==> src/rtl/calc_pkg.sv <==
// rtl/calc_pkg.sv - shared operator codes, word layout and entry state encoding
package calc_pkg;

  localparam logic [1:0] OP_ADD = 2'b00;
  localparam logic [1:0] OP_SUB = 2'b01;
  localparam logic [1:0] OP_MUL = 2'b10;
  localparam logic [1:0] OP_DIV = 2'b11;

  localparam int WORD_W = 18;
  localparam int POS_A1 = 14;
  localparam int POS_A0 = 10;
  localparam int POS_B1 = 6;
  localparam int POS_B0 = 2;
  localparam int POS_OP = 0;

  localparam logic [3:0] BCD_MAX = 4'd9;

  // Digit states are 0..3 so the low two bits double as a digit index.
  typedef enum logic [2:0] {
    ST_A1   = 3'd0,
    ST_A0   = 3'd1,
    ST_B1   = 3'd2,
    ST_B0   = 3'd3,
    ST_OP   = 3'd4,
    ST_DONE = 3'd5
  } state_t;

  function automatic logic [4:0] cursor_of(state_t s);
    case (s)
      ST_A1:   cursor_of = 5'b10000;
      ST_A0:   cursor_of = 5'b01000;
      ST_B1:   cursor_of = 5'b00100;
      ST_B0:   cursor_of = 5'b00010;
      ST_OP:   cursor_of = 5'b00001;
      default: cursor_of = 5'b00000;
    endcase
  endfunction

endpackage

==> src/rtl/btn_debounce.sv <==
// rtl/btn_debounce.sv - 2-FF synchronizer, debounce counter and one-cycle press pulse
module btn_debounce #(
  parameter int DEBOUNCE_CYCLES = 500000
) (
  input  logic clk,
  input  logic rst,
  input  logic btn_n,
  output logic press
);

  localparam int CW = $clog2(DEBOUNCE_CYCLES + 1);
  localparam logic [CW-1:0] LAST = CW'(DEBOUNCE_CYCLES - 1);

  logic          sync1;
  logic          sync2;
  logic          level;
  logic [CW-1:0] cnt;

  // cnt holds how many consecutive samples already disagreed with level;
  // the DEBOUNCE_CYCLES-th disagreeing sample flips the accepted level.
  always_ff @(posedge clk or negedge rst) begin
    if (!rst) begin
      sync1 <= 1'b1;
      sync2 <= 1'b1;
      level <= 1'b1;
      cnt   <= '0;
      press <= 1'b0;
    end else begin
      sync1 <= btn_n;
      sync2 <= sync1;
      press <= 1'b0;
      if (sync2 == level) begin
        cnt <= '0;
      end else if (cnt >= LAST) begin
        level <= sync2;
        cnt   <= '0;
        press <= ~sync2;
      end else begin
        cnt <= cnt + 1'b1;
      end
    end
  end

endmodule

==> src/rtl/operand_entry.sv <==
// rtl/operand_entry.sv - two-operand BCD entry FSM; ENTRY_ECHO_EN enables live echo of partial entry
module operand_entry
  import calc_pkg::*;
#(
  parameter int DEBOUNCE_CYCLES = 500000
) (
  input  logic        clk,
  input  logic        rst,
  input  logic [3:0]  sw_val,
  input  logic        btn_next_n,
  input  logic        btn_clear_n,
  output logic [17:0] calc_word,
  output logic        word_valid,
  output logic [4:0]  cursor,
  output logic        entry_err
);

  logic next_p;
  logic clr_p;

  btn_debounce #(.DEBOUNCE_CYCLES(DEBOUNCE_CYCLES)) u_next (
    .clk   (clk),
    .rst   (rst),
    .btn_n (btn_next_n),
    .press (next_p)
  );

  btn_debounce #(.DEBOUNCE_CYCLES(DEBOUNCE_CYCLES)) u_clear (
    .clk   (clk),
    .rst   (rst),
    .btn_n (btn_clear_n),
    .press (clr_p)
  );

  state_t          state;
  logic [3:0][3:0] digits;
  logic [3:0][3:0] digits_nx;
  state_t          state_nx;

  // digits[3] is A tens so the packed array concatenates straight into the word.
  always_comb begin
    digits_nx = digits;
    digits_nx[2'd3 - state[1:0]] = sw_val;
    state_nx = state_t'(state + 3'd1);
  end

  always_ff @(posedge clk or negedge rst) begin
    if (!rst) begin
      state      <= ST_A1;
      digits     <= '0;
      calc_word  <= '0;
      word_valid <= 1'b0;
      cursor     <= cursor_of(ST_A1);
      entry_err  <= 1'b0;
    end else if (clr_p) begin
      state      <= ST_A1;
      digits     <= '0;
      calc_word  <= '0;
      word_valid <= 1'b0;
      cursor     <= cursor_of(ST_A1);
      entry_err  <= 1'b0;
    end else if (next_p) begin
      case (state)
        ST_A1, ST_A0, ST_B1, ST_B0: begin
          if (sw_val <= BCD_MAX) begin
            digits    <= digits_nx;
            entry_err <= 1'b0;
            state     <= state_nx;
            cursor    <= cursor_of(state_nx);
`ifdef ENTRY_ECHO_EN
            calc_word <= {digits_nx, 2'b00};
`endif
          end else begin
            entry_err <= 1'b1;
          end
        end
        ST_OP: begin
          calc_word  <= {digits, sw_val[1:0]};
          word_valid <= 1'b1;
          entry_err  <= 1'b0;
          state      <= ST_DONE;
          cursor     <= cursor_of(ST_DONE);
        end
        default: begin
          // A press in DONE only restarts entry; sw_val is ignored.
          state      <= ST_A1;
          digits     <= '0;
          calc_word  <= '0;
          word_valid <= 1'b0;
          cursor     <= cursor_of(ST_A1);
        end
      endcase
    end
  end

endmodule

==> config.mk <==
export PLATFORM = sky130hd
export DESIGN_NAME = operand_entry
export DESIGN_NICKNAME = d
export VERILOG_FILES = /design/src/rtl/calc_pkg.sv /design/src/rtl/btn_debounce.sv /design/src/rtl/operand_entry.sv
export SDC_FILE = /design/constraint.sdc
export NUM_CORES = 1
export LEC_CHECK = 0
export ABC_AREA = 1
export CAP_MARGIN = 20
export CORE_AREA = 2 2 93 95
export CTS_CLUSTER_SIZE = 8
export DETAILED_ROUTE_END_ITERATION = 7
export DIE_AREA = 0 0 95 97
export GPL_TIMING_DRIVEN = 0
export PLACE_DENSITY = 0.78
export SYNTH_ARGS = -nofsm -noshare
export SYNTH_HDL_FRONTEND = slang
export SYNTH_HIERARCHICAL = 1
export SYNTH_SLANG_ARGS = --single-unit
export TNS_END_PERCENT = 5
==> constraint.sdc <==
create_clock -name clk -period 2.1 [get_ports clk]
set_clock_uncertainty 0.15 [all_clocks]
set_input_delay 0.21 -clock clk [delete_from_list [all_inputs] [get_ports clk]]
set_output_delay 0.21 -clock clk [all_outputs]
set_load 0.03 [all_outputs]
# == Yosys cells after proc, flatten, opt, wreduce, memory -nomap -nowiden ==
# Cells that the tools add are included.
# op_classes
n_addsub,4
n_mul,0
div,0
magnitude_cmp,5
eq_ne,13
n_shift,0
n_mux,34
bitwise_logic,4
n_reduce_logical,12
# ops
operator,n
2-to-1 mux 19 bit,4
2-to-1 mux 16 bit,3
adder 19 x 1 -> 19 bit (second input constant),2
>= comparator 19 bit (second input constant),2
2-to-1 mux 18 bit,2
case mux 18 bit (2 select lines),1
case mux 16 bit (2 select lines),1
case mux 5 bit (5 select lines),1
bitwise mux 16 bit,1
2-to-1 mux 5 bit,3
equality test 3 x 2 -> 1 bit (second input constant),4
case mux 5 bit (2 select lines),1
AND reduction 2 bit,5
2-to-1 mux 1 bit,9
2-to-1 mux 3 bit,3
demux 4 bit (select 2 bit),1
equality test 3 x 1 -> 1 bit (second input constant),2
equality test 3 bit (second input constant),2
zero test 3 bit,2
case mux 3 bit (2 select lines),1
less-or-equal comparator 4 bit (second input constant),1
2-to-1 mux 4 bit,1
inequality test 2 x 1 -> 1 bit (second input constant),2
inverter 1 bit,4
12 further kinds,14
# totals
register_bits,90
latchBits,0
mem_bits_rw,0
rom_bits,0
input_bits,8
out_inout_bits,25
wordCells,91
n_memories,0

# == Longest topological paths before layout ==
# Gate-level depths: netlist of the first run.
# logic_depth
ltp_word,10
mapped_depth,10
depth_no_buf,9

# == By module ==
# The synthesis of the first run kept the hierarchy.
# modules_own_cells
mod,n_inst,cells_per_inst,area_each_um2,seq_area_each_um2
operand_entry,1,224,2072.0,1102.3
btn_debounce (u_clear),1,159,1336.3,579.3
btn_debounce (u_next),1,164,1305.0,579.3

# == Worst setup path after synthesis of the first run ==
# Ideal clock, no wire load.
# synth_path
kind,flip-flop to flip-flop
startpoint,reg u_clear.cnt[0]
endpoint,reg u_clear.cnt[16]
arrival_time_ns,1.431
required_ns,1.882
path_slack_ns,0.451
path_stages_with_launch,10
n_path_buf,1
cell_sequence,dfrtp_1 > ha_1 > nand2_1 > nor2_2 > o21ai_1 > nand2_2 > nand2_4 > nand2_8 > buf_12 > nor2_4
# synth_between
elab_chain_len,3
word_cells_on_any_way,4
classes_between,add/sub: 1; order compare: 1; mux: 2
# synth_lines
item,line,source
"start, declared",btn_debounce.sv:17,logic [CW-1:0] cnt;
"start signal, assigned",btn_debounce.sv:39,cnt <= cnt + 1'b1;
adder 19 x 1 -> 19 bit or >= comparator 19 bit (tied branches),"btn_debounce.sv:39, btn_debounce.sv:34",
2-to-1 mux 19 bit (*),btn_debounce.sv:34,end else if (cnt >= LAST) begin
2-to-1 mux 19 bit (*),btn_debounce.sv:32,if (sync2 == level) begin
# Every way passes the cells marked *; elsewhere a longest branch is shown, timed or not.
# A chain may end at the register's enable or synchronous reset.

# == Worst setup path after layout of the first run ==
# layout_path
startpoint,reg cursor[4]
endpoint,out cursor[4]
# layout_rtl
item,line,source
"start, declared",operand_entry.sv:14,"output logic [4:0] cursor,"
"start signal, assigned",operand_entry.sv:53,cursor <= cursor_of(ST_A1);
"start signal, assigned",operand_entry.sv:60,cursor <= cursor_of(ST_A1);
"start signal, assigned",operand_entry.sv:69,cursor <= cursor_of(state_nx);
# No word-level cell between the ends.

==> results of run 1 <==
cell usage in the layout, fill, tap and decap left out, types with 2 or more instances in the layout:
master	Yosys	final
ha_1	8	8
xor2_1	17	17
nor2_4	12	12
nand3_2	2	2
inv_2	3	3
buf_4	3	4
nand4_1	21	21
nor2_1	58	58
nand2_1	145	145
dfstp_2	7	7
a21oi_1	2	2
nand3_1	24	24
dfrtp_1	83	83
xnor2_1	6	6
nor3_2	2	2
inv_1	61	61
or2_1	3	3
clkinvlp_4	0	2
o21ai_1	5	5
buf_12	3	3
nand2_2	8	8
nand3_4	4	4
clkdlybuf4s50_1	0	31
clkbuf_8	0	10
nor2_2	18	18
o21ai_0	29	29
o21bai_1	3	3
buf_6	3	3
nor3_1	3	3
clkbuf_2	1	2
nand2_4	5	5
a21oi_2	2	2
registers in the layout (all words and copies together) (netlist names):
name           cells
entry_err          1
u_next/level       1
u_clear/cnt       19
u_clear/level      1
u_next/cnt        19
calc_word         18
u_clear/press      1
word_valid         1
u_clear/sync2      1
u_clear/sync1      1
cursor             5
u_next/press       1
state              3
digits            16
u_next/sync2       1
u_next/sync1       1
metrics by stage:
stage / setup TNS [ns] / worst slack [ns] / hold WS [ns] / power (W) / utilization (%)
floorplan: 0 / 0.451 / -0.236 / 0.00185 / -
global placement: -216.16 / -2.49 / 0.197 / 0.00190 / 63.5
detailed placement: 0 / 0.188 / 0.0741 / 0.00191 / 63.8
CTS: 0 / 0.159 / 0.0971 / 0.00315 / 66.5
global route: 0 / 0.0380 / 0.0783 / 0.00325 / 66.5
finish: 0 / 0.172 / 0.102 / 0.00312 / 66.5
metal layers:
| layer | part of all wire, % | global-route usage (%) | wire [um] | up-vias |
|---|---|---|---|---|
| met5 | 0 | 0 | 0 | - |
| met4 | 1.2 | 6.69 | 110 | 0 |
| met3 | 3.0 | 4.36 | 266 | 8 |
| met2 | 50 | 36.4 | 4410 | 53 |
| met1 | 46 | 27.0 | 4040 | 1635 |
| li1 | - | - | - | 1795 |
where the power goes:
| group | switching, W | total, W | internal, W |
|---|---|---|---|
| clock | 0.000648 | 0.00125 | 0.000597 |
| combinational | 0.0000730 | 0.000113 | 0.0000403 |
| sequential | 0.0000137 | 0.00176 | 0.00175 |
| total | 0.000735 | 0.00312 | 0.00239 |
synth_stat cells, drive strengths merged, types with 6 or more instances:
master | count | area [um^2]
xnor2 | 6 | 52.6
o21ai | 34 | 170
ha | 8 | 100
dfrtp | 83 | 2080
nor2 | 88 | 465
xor2 | 17 | 149
dfstp | 7 | 184
inv | 64 | 240
buf | 10 | 121
nand3 | 30 | 210
nand2 | 159 | 671
nand4 | 22 | 144
logic make-up (layout without fill, tap and decap cells):
group	after synthesis	count (layout)	share of synthesized area (%)
simple gates	308	308	32.9
flops	90	90	48.0
buf+inv	76	126	7.86
compound gates	42	42	4.83
xor+xnor	23	23	4.27
fa+ha+maj	8	8	2.12
layout make-up:
cell class              count  area (um^2)  area share [%]
plain buffers              12          131            2.43
clock buffers              10          138            2.54
clock inverters             6         73.8            1.36
inverters                  64          240            4.44
multi-input cells         381         2080            38.5
flip-flops and latches     90         2260            41.8
well taps                 105          131            2.43
repair buffers             34          355            6.56
what timing repair did:
action,in CTS,in global routing
endpoints found under the setup margin,0,2
hold buffers,1,0
resized for setup,0,2
hold endpoints to repair,39,0
final timing paths:
| path | from | endpoint | slack (ns) | cells after the start |
|---|---|---|---|---|
| worst min register to register | u_next/sync1 | u_next/sync2 | 0.21 | 0 |
| min in group asynchronous | rst | calc_word[17] | 0.21 | 2 |
| worst max-delay path | cursor[4] | cursor[4] | 0.17 | 1 |
| worst max register to register | state[0] | calc_word[11] | 0.21 | 6 |
| max in group asynchronous | rst | u_clear/sync2 | 0.90 | 3 |
| worst min-delay path | btn_clear_n | u_clear/sync1 | 0.10 | 1 |
==> run_results.csv, run 1 <==
group,metric,value,unit
drt,drtAntennaViolNets,0,
die,rows,33,
drt,dr.pass1.iters,4,
place,placedCellCount,685,
die,start_util,57.9,%
clock_network,cts_tree,"done",
clock_network,clk_path_buf_depth,2,
cells_and_area,layout-drive-gt1-share,16.1,%
min_path,hold_path_class,"input pin to flip-flop",
synth,syn_area,4710,um^2
global_routing,grt_pass1_wl,15.5,mm
timing,timing.final.setup_violations,0,
drt,dr_total_vias,3491,
cells_and_area,fill_cells,664,
cells_and_area,antennaDiodeCount,0,
die,die_h,97,um
critical_path,path_max_fanout,2,
die,ios,33,
die,fp.dieW,95,um
pwr,p_leak,2.41,nW
timing,drv_slew,0,
global_routing,antenna_found_initial,0,
timing,clock.fmax,0.519,GHz
cells_and_area,fin_area,5410,um^2
critical_path,crit_family,"buffers and inverters",
drt,drc,0,
place,place_area,5190,um^2
timing,fin_crit,1.93,ns
critical_path,path_class,"flip-flop to output pin",
synth,synthArstFlopShare,100,%
drt,viasPerCell,4.97,
synth,yosysSeqAreaShare,48.0,%
place,portBuffers,32,
pwr,pwr_density_cell,576,nW/um^2
critical_path,cp_data_required_time,1.74,ns
timing,fin_crit_sh,91.8,%
critical_path,critPathSlowestCell,"clkdlybuf4s50_1",
synth,postSynthAreaPerCell,8.62,um^2
synth,synthesis.instances,547,
critical_path,arrival,1.57,ns
timing,finalHoldViolCount,0,
cells_and_area,final_nets,608,
clock_network,numCtsBuffers,9,
synth,yosys_most_used_dff,"dfrtp_1",
synth,synth_edf_count,0,
global_routing,grt_max_degree,51,
clock_network,clock_sinks,90,
clock_network,post_cts_buffers,0,
die,core_area,8130,um^2
place,place_hpwl,6.60,mm
timing,worst_pin_slew,0.528,ns
status,status,"finished clean",
synth,syn-num-nets,563,
drt,drt-wirelength-per-cell,12.6,um
synth,ys_seq_elements,90,
global_routing,grt_overflow,0,
job,maxCapViolations,0,
critical_path,endpoint_kind,"output pin",
critical_path,path_buf_inv,1,
clock_network,cts_root_buf,"clkbuf_8",
drt,routed_wirelength,8.82,mm
critical_path,crit_path_cell_trace,"clkdlybuf4s50_1",
cells_and_area,syn_to_final_growth,14.8,%
cells_and_area,final_cells,702,
synth,ys_types,35,
drt,dr.first_iter.drc_count,157,
place,gp_congestion,0.891,
critical_path,startpoint_type,"flip-flop",
die,dieArea,9220,um^2
pwr,vdd_drop_max,0.280,mV
timing,rsz0062_at_grt,"false",
global_routing,grt_pass1_vias,3455,
critical_path,max_stage_delay,0.66,ns
clock_network,clkTransAtPathRegs,0.09,ns
clock_network,clk_latency,0.36,ns
global_routing,track_usage,21.3,%
clock_network,cts.htree.levels,3,
timing,max_slew_margin,64.8,%
synth,ys_warn_count,6,
Power figures use the tool's default switching activity.
==> run 2: changes to the inputs <==
- CORE_AREA: 2 2 93 95 -> 5 5 96 98
- DIE_AREA: 0 0 95 97 -> 0 0 101 103
==> run 2 against run 1 <==
Fmax grew 0.26%. Wire length increased by 0.33%. Flip-flop and latch count unchanged. Largest cell class unchanged. Largest power group unchanged.
==> run_results.csv, run 2 (same netlist as run 1, synthesis figures left out) <==
group,metric,value,unit
critical_path,cp-startpoint,"cursor[4]",
timing,clock.fmax,0.520,GHz
place,preCtsSetupSlack,0.182,ns
die,core_area,8380,um^2
critical_path,crit_family,"buffers and inverters",
critical_path,max_stage_delay,0.67,ns
cells_and_area,final_util,64.2,%
pwr,vdd_drop_max,0.248,mV
die,ios,33,
die,dieArea,10400,um^2
timing,drv_slew,0,
critical_path,startpoint_type,"flip-flop",
min_path,min_from,"btn_clear_n",
global_routing,antenna_found_initial,0,
critical_path,critPathSlowestCell,"clkdlybuf4s50_1",
drt,viasPerCell,5.07,
place,gp_congestion,0.888,
die,die_h,103,um
global_routing,grt.busiest_layer,"met2",
pwr,p_leak,2.39,nW
global_routing,track_usage,18.7,%
timing,fin_crit,1.92,ns
global_routing,grtUsageMet3,3.72,%
critical_path,cp_data_required_time,1.74,ns
critical_path,endpoint_kind,"output pin",
cells_and_area,antennaDiodeCount,0,
drt,dr.pass1.iters,4,
clock_network,clkTransAtPathRegs,0.09,ns
cells_and_area,reg_top3,"u_clear/cnt (19), u_next/cnt (19), calc_word (18)",
cells_and_area,final_cell_mix,"nand2_1 (145), dfrtp_1 (83), inv_1 (61)",
clock_network,numCtsBuffers,9,
global_routing,grt_overflow,0,
timing,fin_crit_sh,91.6,%
critical_path,path_buf_inv,1,
clock_network,clock_sinks,90,
global_routing,grt_use_met1,24.0,%
global_routing,grt_pass1_wl,15.5,mm
timing,setup_slack,0.177,ns
place,portBuffers,32,
cells_and_area,final_nets,608,
critical_path,reg2reg_depth,6,
critical_path,arrival,1.56,ns
drt,dr.first_iter.drc_count,160,
critical_path,crit_path_cell_trace,"clkdlybuf4s50_1",
clock_network,clk_path_buf_depth,2,
critical_path,rr_endpoint,"calc_word[11]",
clock_network,clk_latency,0.36,ns
die,start_util,56.2,%
cells_and_area,multiInputGateArea,2080,um^2
clock_network,ctsResizeCount,0,
drt,drtAntennaViolNets,0,
timing,worst_pin_slew,0.508,ns
clock_network,cts_root_buf,"clkbuf_8",
clock_network,cts_tree,"done",
timing,fin_tns_setup,0,ns
pwr,pwr_density_cell,551,nW/um^2
place,place_hpwl,6.56,mm
critical_path,reg2reg_from,"state[0]",
clock_network,cts.htree.levels,3,
min_path,min_to,"u_clear/sync1",
die,fp.dieW,101,um
cells_and_area,syn_to_final_growth,14.1,%
cells_and_area,fin_area,5380,um^2
critical_path,reg2reg_slack,0.20,ns
global_routing,grt_pass1_vias,3437,
global_routing,gr-usage-met2,30.8,%
critical_path,path_class,"flip-flop to output pin",
drt,routed_wirelength,8.85,mm
cells_and_area,layout_commonest_cell,"nand2_1",
drt,drt-wirelength-per-cell,12.6,um
cells_and_area,ff_latch_area,2260,um^2
place,place_area,5190,um^2
drt,dr_total_vias,3571,
status,status,"finished clean",
drt,drc,0,
timing,timing.final.setup_violations,0,
min_path,hold_depth,1,
timing,max_slew_margin,66.2,%
die,rows,34,
pwr,total_power,0.00297,W
cells_and_area,fill_cells,676,
global_routing,grt_max_degree,53,
job,maxCapViolations,0,
timing,finalHoldViolCount,0,
cells_and_area,layout-drive-gt1-share,15.7,%
critical_path,path_max_fanout,2,
min_path,hold_path_class,"input pin to flip-flop",
timing,rsz0062_at_grt,"false",
-- run 2: changes by cell type in the layout (fill, tap and decap cells not counted) --
cell	change
clkbuf_1	+2
bufinv_16	-1
clkbuf_2	-1
clkbuf_8	-1
clkinvlp_4	+1
inv_6	+1
inv_8	-1
-- run 2: area by class of cell --
cell class / count / share of cell area (%)
Multi-Input combinational cell: 381 / 38.7
Timing Repair Buffer: 34 / 6.60
Tap cell: 108 / 2.51
Clock inverter: 6 / 0.907
Inverter: 64 / 4.47
Buffer: 12 / 2.42
Clock buffer: 10 / 2.37
Sequential cell: 90 / 42.0
-- run 2: worst max path at each step --
| stage | depth (start not counted) | to |
|---|---|---|
| finish | 1 | cursor[4] |
| CTS | 1 | cursor[4] |
| global route | 6 | calc_word[8] |
| global placement | 1 | u_clear/cnt[18] |
| floorplan | 9 | u_clear/cnt[16] |
| detailed placement | 6 | calc_word[11] |
-- run 2: metal layers --
metal  up-vias  routed length [um]  part of all wire (%)
met4         0                 261                   2.9
met1      1652                3980                    45
met3        27                 381                   4.3
li1       1804                   -                     -
met5         -                   0                     0
met2        88                4230                    48
-- run 2: timing repair --
item,4_1_cts,5_1_grt
buffers inserted,0,0
hold endpoints to repair,37,0
hold buffers,1,0
-- run 2: stage by stage --
stage               hold slack [ns]  std cells
finish                        0.103        705
global route                 0.0956        705
global placement              0.197        687
CTS                          0.0948        705
detailed placement           0.0639        688
floorplan                    -0.236        547
-- run 2: where the power goes --
part	total, W	switching [W]	internal, W
registers	0.00176	0.0000134	0.00175
clock network	0.00109	0.000651	0.000441
logic	0.000113	0.0000724	0.0000405
